===== src/rtl/hue_pkg.sv =====
`default_nettype none
// +----------------------------------------------------------------------------+
// | Module      : hue_pkg                                                       |
// | Description : Shared types and helpers for the hue_pwm_array RGB driver:    |
// |               run modes, sector type, timing helpers and the hue-wheel to   |
// |               RGB component mapping.                                        |
// | Revision    : 1.0 - initial release                                         |
// +----------------------------------------------------------------------------+
package hue_pkg;

  // Widest colour resolution the shared mapping function handles.
  localparam int MAX_PWM_BITS = 12;
  localparam int MAX_HUE_W    = MAX_PWM_BITS + 3;

  typedef enum logic [1:0] {
    CYCLE   = 2'd0,
    HOLD    = 2'd1,
    BREATHE = 2'd2,
    OFF     = 2'd3
  } mode_e;

  typedef logic [2:0] sector_t;

  typedef struct packed {
    logic [MAX_PWM_BITS-1:0] r;
    logic [MAX_PWM_BITS-1:0] g;
    logic [MAX_PWM_BITS-1:0] b;
  } rgb_t;

  // Six sectors of 2^pwm_bits hue steps each.
  function automatic int hue_steps(input int pwm_bits);
    return 6 * (1 << pwm_bits);
  endfunction

  // Clocks per hue step, never below 1. The clock count per revolution is
  // formed by multiplying before dividing by 1000 so that sub-kHz clock rates
  // keep their precision; 64-bit maths avoids overflow at board clock rates.
  function automatic int step_div(input int clk_hz, input int cycle_ms,
                                  input int pwm_bits);
    longint clocks;
    longint div;
    clocks = (longint'(clk_hz) * longint'(cycle_ms)) / 64'sd1000;
    div    = clocks / longint'(hue_steps(pwm_bits));
    if (div < 64'sd1) begin
      div = 64'sd1;
    end
    return int'(div);
  endfunction

  // Hue position -> (R,G,B) components. Sector is the hue above the fraction
  // bits; within a sector one component ramps while the others sit at 0/MAXV.
  function automatic rgb_t hue_to_rgb(input logic [MAX_HUE_W-1:0] h,
                                      input int pwm_bits);
    logic [MAX_PWM_BITS-1:0] maxv;
    logic [MAX_PWM_BITS-1:0] f;
    sector_t                 s;
    rgb_t                    c;
    maxv = MAX_PWM_BITS'((1 << pwm_bits) - 1);
    f    = h[MAX_PWM_BITS-1:0] & maxv;
    s    = sector_t'(h >> pwm_bits);
    c    = '0;
    case (s)
      3'd0: begin c.r = maxv;     c.g = f;        c.b = '0;       end
      3'd1: begin c.r = maxv - f; c.g = maxv;     c.b = '0;       end
      3'd2: begin c.r = '0;       c.g = maxv;     c.b = f;        end
      3'd3: begin c.r = '0;       c.g = maxv - f; c.b = maxv;     end
      3'd4: begin c.r = f;        c.g = '0;       c.b = maxv;     end
      3'd5: begin c.r = maxv;     c.g = '0;       c.b = maxv - f; end
      default: c = '0;
    endcase
    return c;
  endfunction

endpackage
`default_nettype wire


===== src/rtl/pwm_channel.sv =====
`default_nettype none
// +----------------------------------------------------------------------------+
// | Module      : pwm_channel                                                   |
// | Description : One PWM output. Duty is captured only when i_latch is high    |
// |               (period boundary) so every period shows a whole pulse.        |
// | Ports       : clk     - system clock                                        |
// |               rst_n   - asynchronous active-low reset                       |
// |               i_cnt   - shared free-running PWM counter                     |
// |               i_duty  - next duty value                                     |
// |               i_latch - capture i_duty on this clock                        |
// |               o_pwm   - registered PWM pin (inverted when ACTIVE_LOW)       |
// | Revision    : 1.0 - initial release                                         |
// +----------------------------------------------------------------------------+
module pwm_channel #(
  parameter int PWM_BITS   = 8,
  parameter bit ACTIVE_LOW = 1'b1
) (
  input  logic                clk,
  input  logic                rst_n,
  input  logic [PWM_BITS-1:0] i_cnt,
  input  logic [PWM_BITS-1:0] i_duty,
  input  logic                i_latch,
  output logic                o_pwm
);

  logic [PWM_BITS-1:0] r_duty;
  logic                r_on;

  always_ff @(posedge clk or negedge rst_n) begin
    if (!rst_n) begin
      r_duty <= '0;
      r_on   <= 1'b0;
    end else begin
      if (i_latch) begin
        r_duty <= i_duty;
      end
      r_on <= (i_cnt < r_duty);
    end
  end

  // Reset clears r_on, so the pin goes inactive immediately in either polarity.
  assign o_pwm = r_on ^ ACTIVE_LOW;

endmodule
`default_nettype wire


===== src/rtl/hue_pwm_array.sv =====
`default_nettype none
// +----------------------------------------------------------------------------+
// | Module      : hue_pwm_array                                                 |
// | Description : Drives N_LEDS RGB LEDs around the hue wheel with evenly       |
// |               spaced phase offsets, PWM brightness and run modes            |
// |               (cycle / hold / breathe / off).                               |
// | Ports       : clk        - system clock                                     |
// |               SW         - asynchronous active-low reset (board switch)     |
// |               mode       - 0 cycle, 1 hold, 2 breathe, 3 off                |
// |               rgb_r/g/b  - PWM pins, one bit per LED                        |
// |               hue        - base hue of LED 0, 0..HUE_STEPS-1                |
// |               cycle_done - one-clock pulse when hue wraps to 0              |
// | Notes       : N_LEDS 1..8, PWM_BITS up to hue_pkg::MAX_PWM_BITS.            |
// | Revision    : 1.0 - initial release                                         |
// +----------------------------------------------------------------------------+
module hue_pwm_array
  import hue_pkg::*;
#(
  parameter int CLK_HZ     = 12000000,
  parameter int CYCLE_MS   = 1000,
  parameter int PWM_BITS   = 8,
  parameter int N_LEDS     = 1,
  parameter int ACTIVE_LOW = 1
) (
  input  logic                clk,
  input  logic                SW,
  input  logic [1:0]          mode,
  output logic [N_LEDS-1:0]   rgb_r,
  output logic [N_LEDS-1:0]   rgb_g,
  output logic [N_LEDS-1:0]   rgb_b,
  output logic [PWM_BITS+2:0] hue,
  output logic                cycle_done
);

  localparam int c_HUE_W       = PWM_BITS + 3;
  localparam int c_HUE_STEPS   = hue_steps(PWM_BITS);
  localparam int c_STEP_DIV    = step_div(CLK_HZ, CYCLE_MS, PWM_BITS);
  localparam int c_DIV_W       = (c_STEP_DIV > 1) ? $clog2(c_STEP_DIV) : 1;
  localparam int c_LED_SPACING = c_HUE_STEPS / N_LEDS;

  localparam logic [PWM_BITS-1:0] c_MAXV      = '1;
  localparam logic [c_HUE_W:0]    c_STEPS_EXT = (c_HUE_W + 1)'(c_HUE_STEPS);

  mode_e w_mode;
  assign w_mode = mode_e'(mode);

  // ---------------------------------------------------------------------------
  // Step divider: free-running in every mode.
  // ---------------------------------------------------------------------------
  logic [c_DIV_W-1:0] r_div;
  logic               w_tick;

  assign w_tick = (r_div == c_DIV_W'(c_STEP_DIV - 1));

  always_ff @(posedge clk or negedge SW) begin
    if (!SW) begin
      r_div <= '0;
    end else if (w_tick) begin
      r_div <= '0;
    end else begin
      r_div <= r_div + c_DIV_W'(1);
    end
  end

  // ---------------------------------------------------------------------------
  // Hue counter and wrap pulse (advances only in cycle mode).
  // ---------------------------------------------------------------------------
  logic [c_HUE_W-1:0] r_hue;
  logic               r_cycle_done;
  logic               w_hue_adv;
  logic               w_hue_last;

  assign w_hue_adv  = w_tick && (w_mode == CYCLE);
  assign w_hue_last = (r_hue == c_HUE_W'(c_HUE_STEPS - 1));

  always_ff @(posedge clk or negedge SW) begin
    if (!SW) begin
      r_hue        <= '0;
      r_cycle_done <= 1'b0;
    end else begin
      // Pulse lands on the same clock the registered hue becomes 0.
      r_cycle_done <= w_hue_adv && w_hue_last;
      if (w_hue_adv) begin
        r_hue <= w_hue_last ? '0 : r_hue + c_HUE_W'(1);
      end
    end
  end

  // ---------------------------------------------------------------------------
  // Breathe level: triangle 0..MAXV..0, stepping only while breathing so a
  // return to breathe mode resumes from where it stopped.
  // ---------------------------------------------------------------------------
  logic [PWM_BITS-1:0] r_lvl;
  logic                r_lvl_up;

  always_ff @(posedge clk or negedge SW) begin
    if (!SW) begin
      r_lvl    <= '0;
      r_lvl_up <= 1'b1;
    end else if (w_tick && (w_mode == BREATHE)) begin
      if (r_lvl_up) begin
        r_lvl <= r_lvl + PWM_BITS'(1);
        if (r_lvl == c_MAXV - PWM_BITS'(1)) begin
          r_lvl_up <= 1'b0;
        end
      end else begin
        r_lvl <= r_lvl - PWM_BITS'(1);
        if (r_lvl == PWM_BITS'(1)) begin
          r_lvl_up <= 1'b1;
        end
      end
    end
  end

  // ---------------------------------------------------------------------------
  // Shared PWM counter; duties are captured as it rolls over to 0, so mode and
  // hue changes only ever show up at a period boundary.
  // ---------------------------------------------------------------------------
  logic [PWM_BITS-1:0] r_cnt;
  logic                w_latch;

  assign w_latch = (r_cnt == c_MAXV);

  always_ff @(posedge clk or negedge SW) begin
    if (!SW) begin
      r_cnt <= '0;
    end else begin
      r_cnt <= r_cnt + PWM_BITS'(1);
    end
  end

  // ---------------------------------------------------------------------------
  // Per-LED colour and PWM channels.
  // ---------------------------------------------------------------------------
  for (genvar i = 0; i < N_LEDS; i++) begin : g_led
    localparam logic [c_HUE_W:0] c_OFFSET = (c_HUE_W + 1)'(i * c_LED_SPACING);

    logic [c_HUE_W:0]         w_sum;
    logic [c_HUE_W-1:0]       w_h;
    rgb_t                     w_col;
    logic [2:0][PWM_BITS-1:0] w_c;
    logic [2:0]               w_pin;

    // Both terms are below HUE_STEPS, so one conditional subtract wraps.
    assign w_sum = {1'b0, r_hue} + c_OFFSET;
    assign w_h   = (w_sum >= c_STEPS_EXT) ? c_HUE_W'(w_sum - c_STEPS_EXT)
                                          : c_HUE_W'(w_sum);
    assign w_col = hue_to_rgb(MAX_HUE_W'(w_h), PWM_BITS);
    assign w_c   = {PWM_BITS'(w_col.b), PWM_BITS'(w_col.g), PWM_BITS'(w_col.r)};

    // Index 0 = red, 1 = green, 2 = blue.
    for (genvar j = 0; j < 3; j++) begin : g_col
      logic [2*PWM_BITS-1:0] w_prod;
      logic [PWM_BITS-1:0]   w_duty;

      assign w_prod = {{PWM_BITS{1'b0}}, w_c[j]} * {{PWM_BITS{1'b0}}, r_lvl};

      always_comb begin
        w_duty = w_c[j];
        case (w_mode)
          BREATHE: w_duty = PWM_BITS'(w_prod >> PWM_BITS);
          OFF:     w_duty = '0;
          default: w_duty = w_c[j];
        endcase
      end

      pwm_channel #(
        .PWM_BITS   (PWM_BITS),
        .ACTIVE_LOW (ACTIVE_LOW != 0)
      ) u_pwm (
        .clk     (clk),
        .rst_n   (SW),
        .i_cnt   (r_cnt),
        .i_duty  (w_duty),
        .i_latch (w_latch),
        .o_pwm   (w_pin[j])
      );
    end

    assign rgb_r[i] = w_pin[0];
    assign rgb_g[i] = w_pin[1];
    assign rgb_b[i] = w_pin[2];
  end

  assign hue        = r_hue;
  assign cycle_done = r_cycle_done;

endmodule
`default_nettype wire


===== config.mk =====
export PLATFORM = sky130hd
export DESIGN_NAME = hue_pwm_array
export DESIGN_NICKNAME = d
export VERILOG_FILES = /design/src/rtl/hue_pkg.sv /design/src/rtl/pwm_channel.sv /design/src/rtl/hue_pwm_array.sv
export SDC_FILE = /design/constraint.sdc
export NUM_CORES = 1
export LEC_CHECK = 0
export ABC_AREA = 1
export BUFFER_PORTS_ARGS = -buffer_cell sky130_fd_sc_hd__buf_2
export CORE_MARGIN = 2
export CORE_UTILIZATION = 36
export CTS_CLUSTER_DIAMETER = 30
export DETAILED_ROUTE_END_ITERATION = 6
export HOLD_SLACK_MARGIN = 0.03
export SYNTH_ARGS = -nofsm -noshare
export SYNTH_HDL_FRONTEND = slang
export SYNTH_HIERARCHICAL = 1
export SYNTH_SLANG_ARGS = --single-unit

===== constraint.sdc =====
create_clock -name clk -period 5.3 [get_ports clk]
set_input_delay 0.53 -clock clk [delete_from_list [all_inputs] [get_ports clk]]
set_output_delay 0.53 -clock clk [all_outputs]
set_load 0.03 [all_outputs]

==> metrics.cfg, run 1 <==
[status]
status=finished with violations
violations=negative setup slack

[clock_tree]
cts_hold_buf=0
worstSkewPairLatency_ns=0.35
cts_max_level=3
clkTransAtPathRegs_ns=0.06
cts.sinks=69
numCtsBuffers=9
cts_buffer_depth=2
tritoncts=done
root_buffer=clkbuf_16

[sta]
max_freq_mhz=187
min_period_over_period=1.01
worst_slack_ns=-0.0394
setup_viol=4
relSlewSlack=0.351
tightest_slew_ns=0.970
final_max_slew_viol_count=0
finalHoldViolCount=0
setup_tns_ns=-0.101
skew_ns=0.00734
grt_setup_unrepaired=true
period_needed_ns=5.34

[power_and_ir_drop]
ir_drop_v=0.000153
powerDensity_nw_per_um2=160
p_leak_nw=7.12

[logic_synthesis]
synth_edf_count=0
syn-cell-area_um2=10600
yosys_warnings=6
postSynth.asyncResetShare=1.00
ys_ff_latch=69
syn_nets=1696
ys.flop_type=dfrtp_1
ys_seq_area_frac=0.163
synthDistinctLibCells=47
syn_inst=1459
syn_avg_cell_area_um2=7.26

[layout]
syn2layout_area_growth_pct=27.4
fin_nets=1850
n_antenna_cell=0
utilization=0.468
drive_gt1_frac=0.274
design_area_um2=13500

[placement]
routabilityCongestion=0.936
post-place-ws_ns=-0.241
place_area_um2=12100
portBuffers=18
dp_hpwl_um=25600

[worst_setup_path]
crit_end=g_led[0].g_col[2].u_pwm/r_duty[3]
crit_fanout=5
critPathRequiredTime_ns=5.49
cpMaxStageDelayCell=fa_1
r2r_cells=31
end_kind=flop
r2r_slack_ns=-0.04
reg2reg_from=hue[0]
worstPathArrival_ns=5.53
reg2reg_to=g_led[0].g_col[2].u_pwm/r_duty[3]
path_common_cell=nand2_1
crit_start=hue[0]
crit_path_start_kind=flop
cpPeakStageDelay_ns=0.53
worstSetupPathType=flop to flop

[hold_path]
hold_path_class=input port to async pin

[detailed_routing]
routed_wire_length_per_instance_um=16.1
drt-pass1-iter-count=5
met2_length_um=15700
top_layer_used=met4
drt_first_iter_violations=590
wl_met3_um=1500
vias=10000
drc=0
drtAntennaViolNets=0
routed_via_density=5.02
routed_wl_um=32300
wl_met1_um=14300

[die]
initial_core_util=0.367
dieArea_um2=30800
placementRows=62
io_pins=19
die_h_um=176
die_w_um=176
fp.coreArea_um2=28900

[global_routing]
antenna_found_initial=0
grt_max_degree=36
grt_pass1_wl_um=52700
grt_overflow=0
grt_pass1_vias=10200
grtUsageTotal=0.214

[job]
cap_violations=0

-- report_power, final --
part	total [mW]	switching, mW	leakage (nW)	internal [mW]
Clock	0.619	0.241	0.146	0.378
Combinational	1.00	0.561	6.23	0.439
Sequential	0.534	0.00294	0.753	0.531
Total	2.15	0.804	7.12	1.35
-- routing by layer --
metal / track usage / vias up
met5: 0 / -
met4: 0.0499 / 0
met3: 0.0262 / 60
met2: 0.369 / 258
met1: 0.286 / 4847
li1: - / 4882
-- cells by family after synthesis --
| kind of cell | after synthesis | share of synthesized area |
|---|---|---|
| compound gates | 164 | 0.0856 |
| xor+xnor | 22 | 0.0182 |
| fa+ha+maj | 233 | 0.350 |
| buf+inv | 318 | 0.117 |
| flops | 69 | 0.163 |
| mux | 3 | 0.00319 |
| simple gates | 650 | 0.263 |
-- cell usage in the layout (no fill, tap or decap), drive strengths merged, types with 2 or more instances in the layout --
cell type | synthesis | routed
a211oi | 2 | 2
a21o | 4 | 4
a21oi | 77 | 77
a221oi | 3 | 3
a31oi | 3 | 3
and2 | 2 | 2
buf | 9 | 177
clkbuf | 26 | 11
clkinv | 1 | 4
dfrtp | 68 | 68
fa | 105 | 105
ha | 128 | 128
inv | 282 | 282
mux2 | 3 | 3
nand2 | 294 | 294
nand3 | 53 | 53
nand3b | 7 | 7
nand4 | 22 | 22
nor2 | 224 | 225
nor3 | 36 | 36
nor4 | 8 | 8
o211ai | 8 | 8
o21ai | 58 | 58
o22ai | 5 | 5
or2 | 2 | 2
xnor2 | 5 | 5
xor2 | 17 | 17
-- layout make-up --
class | count | area, um2
Inverter | 283 | 1080
Sequential cell | 69 | 1740
Multi-Input combinational cell | 1073 | 8570
Timing Repair Buffer | 177 | 1320
Tap cell | 384 | 480
Fill cell | 2880 | 15400
Clock buffer | 11 | 243
Clock inverter | 5 | 60.1
-- Yosys cell counts, types with 4 or more instances --
cell type  instances  area share
o22ai_1            5      0.0030
nand4_1           22       0.013
nor4_1             8      0.0047
nor3_1            32       0.015
xor2_1            17       0.014
nand2_2            8      0.0047
o21ai_1            9      0.0043
a21o_1             4      0.0028
o21ai_0           49       0.023
nand3_1           51       0.024
ha_1             128        0.15
a21oi_1           75       0.035
nor2_1           219       0.078
inv_2             10      0.0035
nand3b_1           7      0.0050
inv_1            272       0.096
o211ai_1           6      0.0043
fa_1             105        0.20
buf_6              6      0.0064
clkbuf_1          26      0.0092
dfrtp_1           68        0.16
xnor2_1            5      0.0041
nand2_1          283        0.10
-- registers in the layout (all words and copies together) (netlist names) --
| register | cells |
|---|---|
| g_led.g_col.u_pwm/r_duty | 24 |
| r_div | 13 |
| hue | 11 |
| r_cnt | 8 |
| r_lvl | 8 |
| g_led.g_col.u_pwm/r_on | 3 |
| cycle_done | 1 |
| r_lvl_up | 1 |
-- critical path: cells and delay by family, from the launching register on --
family / cells / cell delay, ns
AOI/OAI and AO/OA: 3 / 0.41
DFF: 1 / 0.39
buffers and inverters: 7 / 0.67
and+or+nand+nor: 16 / 1.73
adders and majority gates: 5 / 1.98
-- per-stage QoR --
stage | instances | total power, mW | hold WS (ns)
CTS | 1989 | 2.02 | 0.351
floorplan | 1459 | 1.05 | 0.234
detailed placement | 1958 | 1.35 | 0.497
finish | 2002 | 2.15 | 0.300
global placement | 1958 | 1.34 | 0.494
global route | 2002 | 2.30 | 0.361
-- how the worst min path moves through the flow --
stage / start / end / slack [ns]
6_report: SW / g_led[0].g_col[0].u_pwm/r_duty[6] / 0.30
2_1_floorplan: SW / cycle_done / 0.23
3_5_place_dp: g_led[0].g_col[0].u_pwm/r_duty[0] / g_led[0].g_col[0].u_pwm/r_duty[0] / 0.50
3_3_place_gp: g_led[0].g_col[0].u_pwm/r_duty[0] / g_led[0].g_col[0].u_pwm/r_duty[0] / 0.49
4_1_cts: SW / g_led[0].g_col[0].u_pwm/r_duty[6] / 0.35
5_1_grt: SW / g_led[0].g_col[0].u_pwm/r_duty[6] / 0.36
-- timing repair --
| action | in CTS | in global routing |
|---|---|---|
| gates resized for setup | 51 | 178 |
| cloned | 2 | 0 |
| buffers inserted | 13 | 13 |
| setup endpoints to repair | 21 | 24 |
| pin swaps | 38 | 118 |
Note: power is estimated with default switching activity, not from simulation.
==> run 2: changes to the inputs <==
--- a/config.mk
+++ b/config.mk
@@ -8,7 +8,7 @@
 export ABC_AREA = 1
 export BUFFER_PORTS_ARGS = -buffer_cell sky130_fd_sc_hd__buf_2
 export CORE_MARGIN = 2
-export CORE_UTILIZATION = 36
+export CORE_UTILIZATION = 25
 export CTS_CLUSTER_DIAMETER = 30
 export DETAILED_ROUTE_END_ITERATION = 6
 export HOLD_SLACK_MARGIN = 0.03
==> metrics.cfg, run 2 (synthesis results as in run 1) <==
[layout]
drive_gt1_frac=0.250  ; -0.0239
fillers=4418  ; +53%
n_antenna_cell=0  ; unchanged
instances_no_fill=2180  ; +8.9%
largest_reg_flops=24  ; unchanged
syn2layout_area_growth_pct=28.0
fin_nets=1873  ; +1.2%
mostFrequentLayoutCells=263 x nand2_1, 258 x inv_1, 187 x nor2_1
utilization=0.324  ; -0.144
top_register=g_led.g_col.u_pwm/r_duty
final_common_cell=nand2_1

[status]
violations=negative setup slack
status=finished with violations

[power_and_ir_drop]
power_mw=2.20  ; +2.1%
powerDensity_nw_per_um2=162  ; +1.7%
p_leak_nw=7.18  ; +0.78%
ir_drop_v=0.000150  ; -2.2%

[sta]
worst_slack_ns=-0.0367  ; +0.00270 ns
final_max_slew_viol_count=0  ; unchanged
relSlewSlack=0.279  ; -0.0718
max_freq_mhz=187  ; about the same
tightest_slew_ns=1.08  ; +0.110 ns
setup_viol=5  ; +1
period_needed_ns=5.34  ; -0.00270 ns
grt_setup_unrepaired=true
finalHoldViolCount=0  ; unchanged
skew_ns=0.0147  ; +0.00737 ns
fin_hold_ws_ns=0.295  ; -0.00525 ns
min_period_over_period=1.01  ; about the same

[clock_tree]
root_buffer=clkbuf_16
clkTransAtPathRegs_ns=0.06  ; about the same
cts_max_level=3  ; unchanged
cts_hold_buf=0  ; unchanged
worstSkewPairLatency_ns=0.36  ; about the same
cts.sinks=69  ; unchanged
tritoncts=done
numCtsBuffers=9  ; unchanged
cts_buffer_depth=2  ; unchanged

[job]
cap_violations=0  ; unchanged

[worst_setup_path]
cpPeakStageDelay_ns=0.52  ; about the same
crit_fanout=5  ; unchanged
crit_path_start_kind=flop
cpMaxStageDelayCell=fa_1
worstSetupPathType=flop to flop
end_kind=flop
path_common_cell=nand2_1
worstPathArrival_ns=5.55  ; +0.02 ns
critPathRequiredTime_ns=5.51  ; +0.02 ns

[placement]
portBuffers=18  ; unchanged
dp_cells=2137  ; +9.1%
dp_hpwl_um=26000  ; +1.8%
routabilityCongestion=0.909  ; -2.8%

[detailed_routing]
drt-pass1-iter-count=5  ; unchanged
vias=10100  ; +1.0%
routed_via_density=4.66  ; -7.2%
drt_first_iter_violations=678  ; +15%
drtAntennaViolNets=0  ; unchanged
routed_wl_um=33400  ; +3.4%
routed_wire_length_per_instance_um=15.3  ; -5.0%
drc=0  ; unchanged

[hold_path]
hold_path_class=input port to async pin

[die]
placementRows=75  ; +21%
die_w_um=210  ; +20%
fp.coreArea_um2=41900  ; +45%
dieArea_um2=44000  ; +43%
initial_core_util=0.253  ; -0.114
die_h_um=210  ; +20%
io_pins=19  ; unchanged

[global_routing]
grt_overflow=0  ; unchanged
grtUsageTotal=0.157  ; -0.0572
grt_pass1_wl_um=54700  ; +3.8%
grt_pass1_vias=10300  ; +0.73%
grt_max_degree=46  ; +28%
antenna_found_initial=0  ; unchanged

## run 2: cell types whose count changed in the layout (fill, tap and decap cells not counted), moves of 5 or more
cell / change
a21oi_1: +7
buf_4: +27
fa_1: +5
fa_2: -5
inv_1: +11
inv_2: -7
nand2_1: +10
nand2_4: -8
nor2_1: +19
nor2_2: -5
nor2_4: -14
## run 2: per-stage QoR
| step | area, um2 | setup WS, ns | setup TNS [ns] |
|---|---|---|---|
| after floorplan | 10700 | -0.0135 | -0.0228 |
| after global placement | 12500 | -0.267 | -2.80 |
| after detailed placement | 12500 | -0.355 | -3.80 |
| after CTS | 13300 | -0.0439 | -0.0661 |
| after global routing | 13600 | -0.349 | -5.69 |
| final | 13600 | -0.0367 | -0.0907 |
## run 2: worst paths after layout
| check | start | to | slack [ns] | cells past startpoint |
|---|---|---|---|---|
| worst min register to register | g_led[0].g_col[2].u_pwm/r_duty[7] | g_led[0].g_col[2].u_pwm/r_duty[7] | 0.51 | 2 |
| max in group asynchronous | SW | hue[2] | 3.91 | 2 |
| worst max register to register | hue[5] | g_led[0].g_col[2].u_pwm/r_duty[5] | -0.04 | 32 |
| worst min-delay path | SW | hue[6] | 0.29 | 1 |
| min in group clk | g_led[0].g_col[2].u_pwm/r_duty[7] | g_led[0].g_col[2].u_pwm/r_duty[7] | 0.51 | 2 |
| worst max-delay path | hue[5] | g_led[0].g_col[2].u_pwm/r_duty[5] | -0.04 | 32 |
## run 2: routing by layer
layer,track usage,vias to the layer above,wire length [um]
met5,0,-,0
met4,0.0580,0,1260
met3,0.0180,74,1480
met2,0.263,246,15800
met1,0.208,4902,14900
li1,-,4926,-
## run 2: final cells by class
class	count	area, um2	share of cell area
Timing Repair Buffer	200	1480	0.109
Clock buffer	11	243	0.0179
Inverter	283	1070	0.0788
Sequential cell	69	1740	0.128
Clock inverter	5	82.6	0.00609
Tap cell	539	674	0.0498
Multi-Input combinational cell	1073	8270	0.610
## run 2: where the power goes
group	total, mW	internal, mW	switching, mW
clock	0.697	0.428	0.269
sequential	0.534	0.531	0.00321
combinational	0.968	0.421	0.547
## run 2: worst max-delay path: cells and delay by family, from the launching register on
kind,cells,cell delay (ns)
AO/OA/AOI/OAI,3,0.40
buffers and inverters,6,0.61
AND/OR/NAND/NOR,18,1.56
flip-flops,1,0.40
adder cells (fa/ha/maj),5,2.25
## run 2: timing repair
action                                  4_1_cts  5_1_grt
pin swaps                                    52       30
setup buffers                                21        5
endpoints found under the setup margin       24       24
gates resized for setup                      70       58
gates cloned                                  0        1
